[src/rtl/cordic_result_sched.sv]
// cordic_result_sched: admits CORDIC starts against a result-slot credit,
// follows each angle through the fixed-latency pipeline, queues the sin/cos
// results and streams them to uart_tx as framed byte packets.
module cordic_result_sched #(
    parameter int          DATA_W      = 48,
    parameter int          LATENCY     = 50,
    parameter int          DEPTH       = 4,
    parameter logic [7:0]  BYTE_HEADER = 8'hA5
) (
    input  logic              i_clk,
    input  logic              i_rst,
    input  logic              i_cordic_start,
    input  logic              i_pipeline_en,
    input  logic              i_flush,
    input  logic [DATA_W-1:0] i_sin,
    input  logic [DATA_W-1:0] i_cos,
    output logic              o_start_ready,
    output logic              o_cordic_go,
    output logic              o_drop,
    output logic [7:0]        o_drop_cnt,
    output logic [7:0]        o_tx_byte,
    output logic              o_tx_valid,
    input  logic              i_tx_ready,
    output logic              o_busy
);

    localparam int CW     = $clog2(DEPTH + 1);
    localparam int PW     = (DEPTH > 1) ? $clog2(DEPTH) : 1;
    localparam int NB     = DATA_W / 8;
    localparam int NBYTES = 2 * NB;
    localparam int IW     = $clog2(NBYTES + 1);
    localparam int WW     = 2 * DATA_W;

    typedef enum logic [1:0] {
        ST_IDLE,
        ST_HDR,
        ST_DATA
    } state_t;

    logic [LATENCY-1:0] trk_q, trk_d, trk_shift;
    logic [CW-1:0]      inflight_q, inflight_d;
    logic [CW-1:0]      fifo_count_q, fifo_count_d;
    logic [PW-1:0]      wr_ptr_q, wr_ptr_d;
    logic [PW-1:0]      rd_ptr_q, rd_ptr_d;
    logic [WW-1:0]      mem_q [DEPTH];
    logic [WW-1:0]      mem_d [DEPTH];
    state_t             state_q, state_d;
    logic [IW-1:0]      idx_q, idx_d;
    logic               tx_valid_q, tx_valid_d;
    logic [7:0]         tx_byte_q, tx_byte_d;
    logic               drop_q, drop_d;
    logic [7:0]         drop_cnt_q, drop_cnt_d;

    logic               start_ready;
    logic               accept;
    logic               retire;
    logic               push;
    logic               pop;
    logic               handshake;
    logic               last_byte;
    logic [CW:0]        credit_used;
    logic [WW-1:0]      head_word;

    // Pick byte k of a stored {cos, sin} word: sin bytes first, LSB first.
    function automatic logic [7:0] byte_sel(input logic [WW-1:0] w, input logic [IW-1:0] k);
        return w[8*k +: 8];
    endfunction

    function automatic logic [PW-1:0] ptr_inc(input logic [PW-1:0] p);
        return (p == PW'(DEPTH - 1)) ? '0 : p + 1'b1;
    endfunction

    // Shift path of the in-flight tracker; a one-stage pipeline has no history.
    generate
        if (LATENCY == 1) begin : g_trk_one
            assign trk_shift = accept;
        end else begin : g_trk_many
            assign trk_shift = {trk_q[LATENCY-2:0], accept};
        end
    endgenerate

    // Credit check, admission, retirement and drop bookkeeping.
    always_comb begin
        credit_used = {1'b0, inflight_q} + {1'b0, fifo_count_q};
        start_ready = i_pipeline_en && !i_flush && (credit_used < (CW+1)'(DEPTH));
        accept      = i_cordic_start && start_ready;
        retire      = trk_q[LATENCY-1] && i_pipeline_en;
        push        = retire && !i_flush;
        drop_d      = i_cordic_start && !start_ready && !i_flush;
        drop_cnt_d  = (drop_d && (drop_cnt_q != 8'hFF)) ? drop_cnt_q + 8'd1 : drop_cnt_q;

        trk_d = trk_q;
        if (i_flush) begin
            trk_d = '0;
        end else if (i_pipeline_en) begin
            trk_d = trk_shift;
        end

        if (i_flush) begin
            inflight_d = '0;
        end else begin
            inflight_d = inflight_q + CW'(accept) - CW'(retire);
        end
    end

    // Result FIFO: pointers, occupancy and the storage write on retire.
    always_comb begin
        handshake = tx_valid_q && i_tx_ready;
        last_byte = (idx_q == IW'(NBYTES - 1));
        pop       = (state_q == ST_DATA) && handshake && last_byte && !i_flush;
        head_word = mem_q[rd_ptr_q];

        if (i_flush) begin
            fifo_count_d = '0;
            wr_ptr_d     = '0;
            rd_ptr_d     = '0;
        end else begin
            fifo_count_d = fifo_count_q + CW'(push) - CW'(pop);
            wr_ptr_d     = push ? ptr_inc(wr_ptr_q) : wr_ptr_q;
            rd_ptr_d     = pop  ? ptr_inc(rd_ptr_q) : rd_ptr_q;
        end

        for (int i = 0; i < DEPTH; i++) begin
            mem_d[i] = (push && (wr_ptr_q == PW'(i))) ? {i_cos, i_sin} : mem_q[i];
        end
    end

    // TX framing: header, then sin bytes, then cos bytes; byte held while stalled.
    always_comb begin
        state_d    = state_q;
        idx_d      = idx_q;
        tx_byte_d  = tx_byte_q;
        tx_valid_d = tx_valid_q;
        if (i_flush) begin
            state_d    = ST_IDLE;
            idx_d      = '0;
            tx_byte_d  = 8'h00;
            tx_valid_d = 1'b0;
        end else begin
            case (state_q)
                ST_IDLE: begin
                    tx_valid_d = 1'b0;
                    if (fifo_count_q != '0) begin
                        state_d    = ST_HDR;
                        tx_valid_d = 1'b1;
                        tx_byte_d  = BYTE_HEADER;
                    end
                end
                ST_HDR: begin
                    if (handshake) begin
                        state_d   = ST_DATA;
                        idx_d     = '0;
                        tx_byte_d = byte_sel(head_word, '0);
                    end
                end
                ST_DATA: begin
                    if (handshake) begin
                        if (last_byte) begin
                            // Returning through IDLE guarantees one gap cycle between frames.
                            state_d    = ST_IDLE;
                            idx_d      = '0;
                            tx_valid_d = 1'b0;
                            tx_byte_d  = 8'h00;
                        end else begin
                            idx_d     = idx_q + 1'b1;
                            tx_byte_d = byte_sel(head_word, idx_q + 1'b1);
                        end
                    end
                end
                default: begin
                    state_d    = ST_IDLE;
                    idx_d      = '0;
                    tx_valid_d = 1'b0;
                    tx_byte_d  = 8'h00;
                end
            endcase
        end
    end

    // State registers, all cleared by the asynchronous reset.
    always_ff @(posedge i_clk or posedge i_rst) begin
        if (i_rst) begin
            trk_q        <= '0;
            inflight_q   <= '0;
            fifo_count_q <= '0;
            wr_ptr_q     <= '0;
            rd_ptr_q     <= '0;
            state_q      <= ST_IDLE;
            idx_q        <= '0;
            tx_valid_q   <= 1'b0;
            tx_byte_q    <= 8'h00;
            drop_q       <= 1'b0;
            drop_cnt_q   <= 8'h00;
            for (int i = 0; i < DEPTH; i++) begin
                mem_q[i] <= '0;
            end
        end else begin
            trk_q        <= trk_d;
            inflight_q   <= inflight_d;
            fifo_count_q <= fifo_count_d;
            wr_ptr_q     <= wr_ptr_d;
            rd_ptr_q     <= rd_ptr_d;
            state_q      <= state_d;
            idx_q        <= idx_d;
            tx_valid_q   <= tx_valid_d;
            tx_byte_q    <= tx_byte_d;
            drop_q       <= drop_d;
            drop_cnt_q   <= drop_cnt_d;
            for (int i = 0; i < DEPTH; i++) begin
                mem_q[i] <= mem_d[i];
            end
        end
    end

    assign o_start_ready = start_ready;
    assign o_cordic_go   = accept;
    assign o_drop        = drop_q;
    assign o_drop_cnt    = drop_cnt_q;
    assign o_tx_byte     = tx_byte_q;
    assign o_tx_valid    = tx_valid_q;
    assign o_busy        = (inflight_q != '0) || (fifo_count_q != '0) || (state_q != ST_IDLE);

endmodule
[config.mk]
export PLATFORM = sky130hd
export DESIGN_NAME = cordic_result_sched
export DESIGN_NICKNAME = d
export VERILOG_FILES = /design/src/rtl/cordic_result_sched.sv
export SDC_FILE = /design/constraint.sdc
export NUM_CORES = 1
export LEC_CHECK = 0
export ABC_CLOCK_PERIOD_IN_PS = 46600
export CORE_AREA = 10 10 228 230
export CTS_BUF_LIST = sky130_fd_sc_hd__clkbuf_4 sky130_fd_sc_hd__clkbuf_8
export CTS_CLUSTER_DIAMETER = 120
export DETAILED_ROUTE_END_ITERATION = 8
export DIE_AREA = 0 0 238 240
export HOLD_SLACK_MARGIN = 0.02
export PLACE_DENSITY = 0.64
export SYNTH_ARGS = -nofsm -noshare
export SYNTH_HDL_FRONTEND = slang
export SYNTH_SLANG_ARGS = --single-unit
[constraint.sdc]
create_clock -name i_clk -period 46.6 [get_ports i_clk]
set_input_delay 9.32 -clock i_clk [delete_from_list [all_inputs] [get_ports i_clk]]
set_output_delay 9.32 -clock i_clk [all_outputs]
set_load 0.005 [all_outputs]
==> results.py <==
metrics = {
    "hold_path": {
        "holdPathEnd": "trk_q[0]$_DFFE_PP0P_",
        "hp-start": "trk_q[0]$_DFFE_PP0P_",
        "hp-class": "flip-flop to flip-flop",
        "whs_path_depth": 1,
    },
    "logic_synthesis": {
        "synth_warnings": 0,
        "yosysUniqueCellTypes": 53,
        "async_flop_share_pct": 100,
        "synth_area_um2": 21200,
        "synth_edf_count": 0,
        "syn_area_per_cell_um2": 15.3,
        "synthesis.nets": 1504,
        "synthCells": 1388,
        "ys_seq_area_share_pct": 55.3,
        "ys_ff_latch": 468,
        "ys.flop_type": "dfrtp_1",
    },
    "setup_path": {
        "crit_required_ns": 37.28,
        "endpoint_kind": "output pin",
        "critPathBufInv": 3,
        "ff2ff_setup_slack_ns": 43.13,
        "cp_cell_sequence": "buf_2 > buf_4 > and4_1 > and2_1 > clkdlybuf4s50_1",
        "r2r-end": "o_tx_byte[2]$_DFFE_PP0P_",
        "slowest_stage": "buf_4",
        "worstSetupPathDepth": 5,
        "arrival_ns": 11.05,
        "criticalPathCategory": "input pin to output pin",
        "cp_top_family": "buffers and inverters",
        "crit_path_start": "i_pipeline_en",
        "startpoint_type": "input pin",
        "r2r_cells": 6,
        "cpPeakStageDelay_ns": 0.61,
        "worst-path-max-fanout": 53,
        "worstReg2RegStart": "rd_ptr_q[0]$_DFFE_PP0P_",
    },
    "clock_tree": {
        "clkTransAtPathRegs_ns": 0.06,
        "numClockSinks": 468,
        "clkLatencyLatePin_ns": 0.65,
        "cts_hold_buf": 0,
        "clockBufferDepth": 3,
        "htreeDepth": 3,
        "cts-resized-gates": 0,
        "cts_setup_buffers": 0,
        "cts_tree": "built",
        "clockRootBuffer": "clkbuf_8",
        "cts_made_buffers": 79,
    },
    "floorplan": {
        "ios": 123,
        "die_y_um": 240,
        "die_w_um": 238,
        "core_um2": 47300,
        "die-area_um2": 57100,
        "start_util_pct": 44.7,
        "core.rowCount": 80,
    },
    "cells_and_area": {
        "fillers": 3982,
        "final_area_um2": 24500,
        "seqCellArea_um2": 11700,
        "layout_commonest_cell": "dfrtp_1",
        "multiInputGateArea_um2": 8980,
        "final_cell_mix": "dfrtp_1 (465), mux2_2 (385), clkdlybuf4s50_1 (120)",
        "nets": 1629,
        "drive_above_1_share_pct": 40.6,
        "areaGrowthSynthToFinish_pct": 15.5,
    },
    "placement": {
        "detailed_place_hpwl_mm": 29.1,
        "gp_congestion": 0.782,
        "io_buffers": 122,
        "placed_area_um2": 22800,
    },
    "global_route": {
        "first_global_vias": 13311,
        "grt_pass1_wl_mm": 75.8,
        "gr-total-overflow": 0,
        "antenna_found_initial": 3,
        "grt_max_degree": 106,
        "grtUsageTotal_pct": 17.0,
    },
    "timing": {
        "drv_slew": 0,
        "timing.final.crit_share_pct": 43.7,
        "timing.fmax_mhz": 49.1,
        "rsz0062_at_grt": "no",
        "setup_viol_count_final": 0,
        "fin_crit_ns": 20.37,
        "max_slew.worst_pin.slew_ns": 1.03,
        "skew_ns": 0.0282,
        "tns_ns": 0,
        "hold_viol": 0,
        "slew_headroom_pct": 31.3,
    },
    "routing": {
        "first_iter_violations": 694,
        "wirelength_mm": 47.2,
        "ant_nets": 0,
        "drtPass1Iterations": 4,
        "vias": 12066,
        "drc": 0,
        "viasPerCell": 5.53,
        "routedWlPerCell_um": 21.6,
    },
    "power": {
        "p_leak_nw": 11.7,
        "p_per_area_nw_per_um2": 33.5,
        "ir_drop_mv": 0.0160,
    },
    "flow_run": {
        "maxCapViolCount": 0,
    },
    "outcome": {
        "outcome": "finished clean",
    },
}
[cells by family (layout without fill, tap and decap cells)]
| logic type | count (synthesis) | in the layout | share of synthesized area (%) |
|---|---|---|---|
| muxes | 585 | 585 | 35.5 |
| DFF | 468 | 468 | 55.3 |
| and+or+nand+nor | 136 | 136 | 3.00 |
| buffers and inverters | 105 | 283 | 2.45 |
| AOI/OAI and AO/OA | 64 | 64 | 2.17 |
| xor gates and xnor gates | 16 | 16 | 0.661 |
| adders and majority gates | 14 | 14 | 0.898 |
| other | 0 | 1 | 0 |
[per-stage QoR]
stage          setup WS, ns  total power [mW]  hold slack (ns)  instances  utilization, %
2_1_floorplan         24.23             0.432            0.449       1388               -
3_3_place_gp          26.23             0.454            0.477       2047            48.3
3_5_place_dp          26.18             0.454            0.480       2047            48.3
4_1_cts               26.18             0.833            0.496       2181            51.7
5_1_grt               26.10             0.854            0.508       2182            51.7
6_report              26.23             0.820            0.493       2182            51.7
[worst max path at each step]
stage	slack [ns]	to
2_1_floorplan	24.23	fifo_count_q[0]$_DFF_PP0_
3_3_place_gp	26.23	o_cordic_go
3_5_place_dp	26.18	o_cordic_go
4_1_cts	26.18	o_cordic_go
5_1_grt	26.10	o_cordic_go
6_report	26.23	o_cordic_go
[cell usage after synthesis, types with 4 or more instances]
cell type	instances	share of area [%]
a21oi_1	8	0.19
nand3_1	5	0.12
mux4_2	90	9.6
buf_6	8	0.43
xor2_1	6	0.25
ha_1	12	0.71
buf_1	26	0.46
dfrtp_1	468	55
mux2_2	385	20
clkbuf_1	12	0.21
nor3_1	6	0.14
o211ai_1	12	0.43
inv_1	13	0.23
o22a_1	6	0.25
o21ai_0	8	0.19
nand2_1	25	0.44
buf_2	43	1.0
nor4_1	4	0.12
a22oi_1	12	0.43
mux2i_1	106	5.0
nand4_1	4	0.12
and4_1	4	0.17
nor2_1	67	1.2
xnor2_1	10	0.41
[state kept, by name (all words and copies together), names as in the netlist]
| name | cells |
|---|---|
| mem_q | 384 |
| trk_q | 50 |
| o_drop_cnt | 8 |
| o_tx_byte | 8 |
| idx_q | 4 |
| fifo_count_q | 3 |
| inflight_q | 3 |
| rd_ptr_q | 2 |
| state_q | 2 |
| wr_ptr_q | 2 |
| o_drop | 1 |
| o_tx_valid | 1 |
[per-layer routing]
| layer | track usage (%) | up-vias | routed length [um] |
|---|---|---|---|
| met5 | 0 | - | 30 |
| met3 | 3.72 | 71 | 1990 |
| li1 | - | 5384 | - |
| met2 | 27.7 | 213 | 22700 |
| met1 | 22.1 | 6394 | 21500 |
| met4 | 5.71 | 4 | 902 |
[where the power goes]
group	switching [mW]	internal, mW	leakage (nW)
sequential	0.00344	0.409	6.53
combinational	0.0185	0.0155	4.31
clock	0.161	0.212	0.854
[cell type report]
type / count / share of cell area, %
repair buffers: 136 / 5.38
inverters: 13 / 0.230
clock buffers: 130 / 6.47
diodes: 1 / 0.0102
flip-flops and latches: 468 / 47.9
well taps: 615 / 3.15
clock inverters: 4 / 0.113
multi-input cells: 815 / 36.7
No activity file was read; power rests on OpenSTA's default activity.
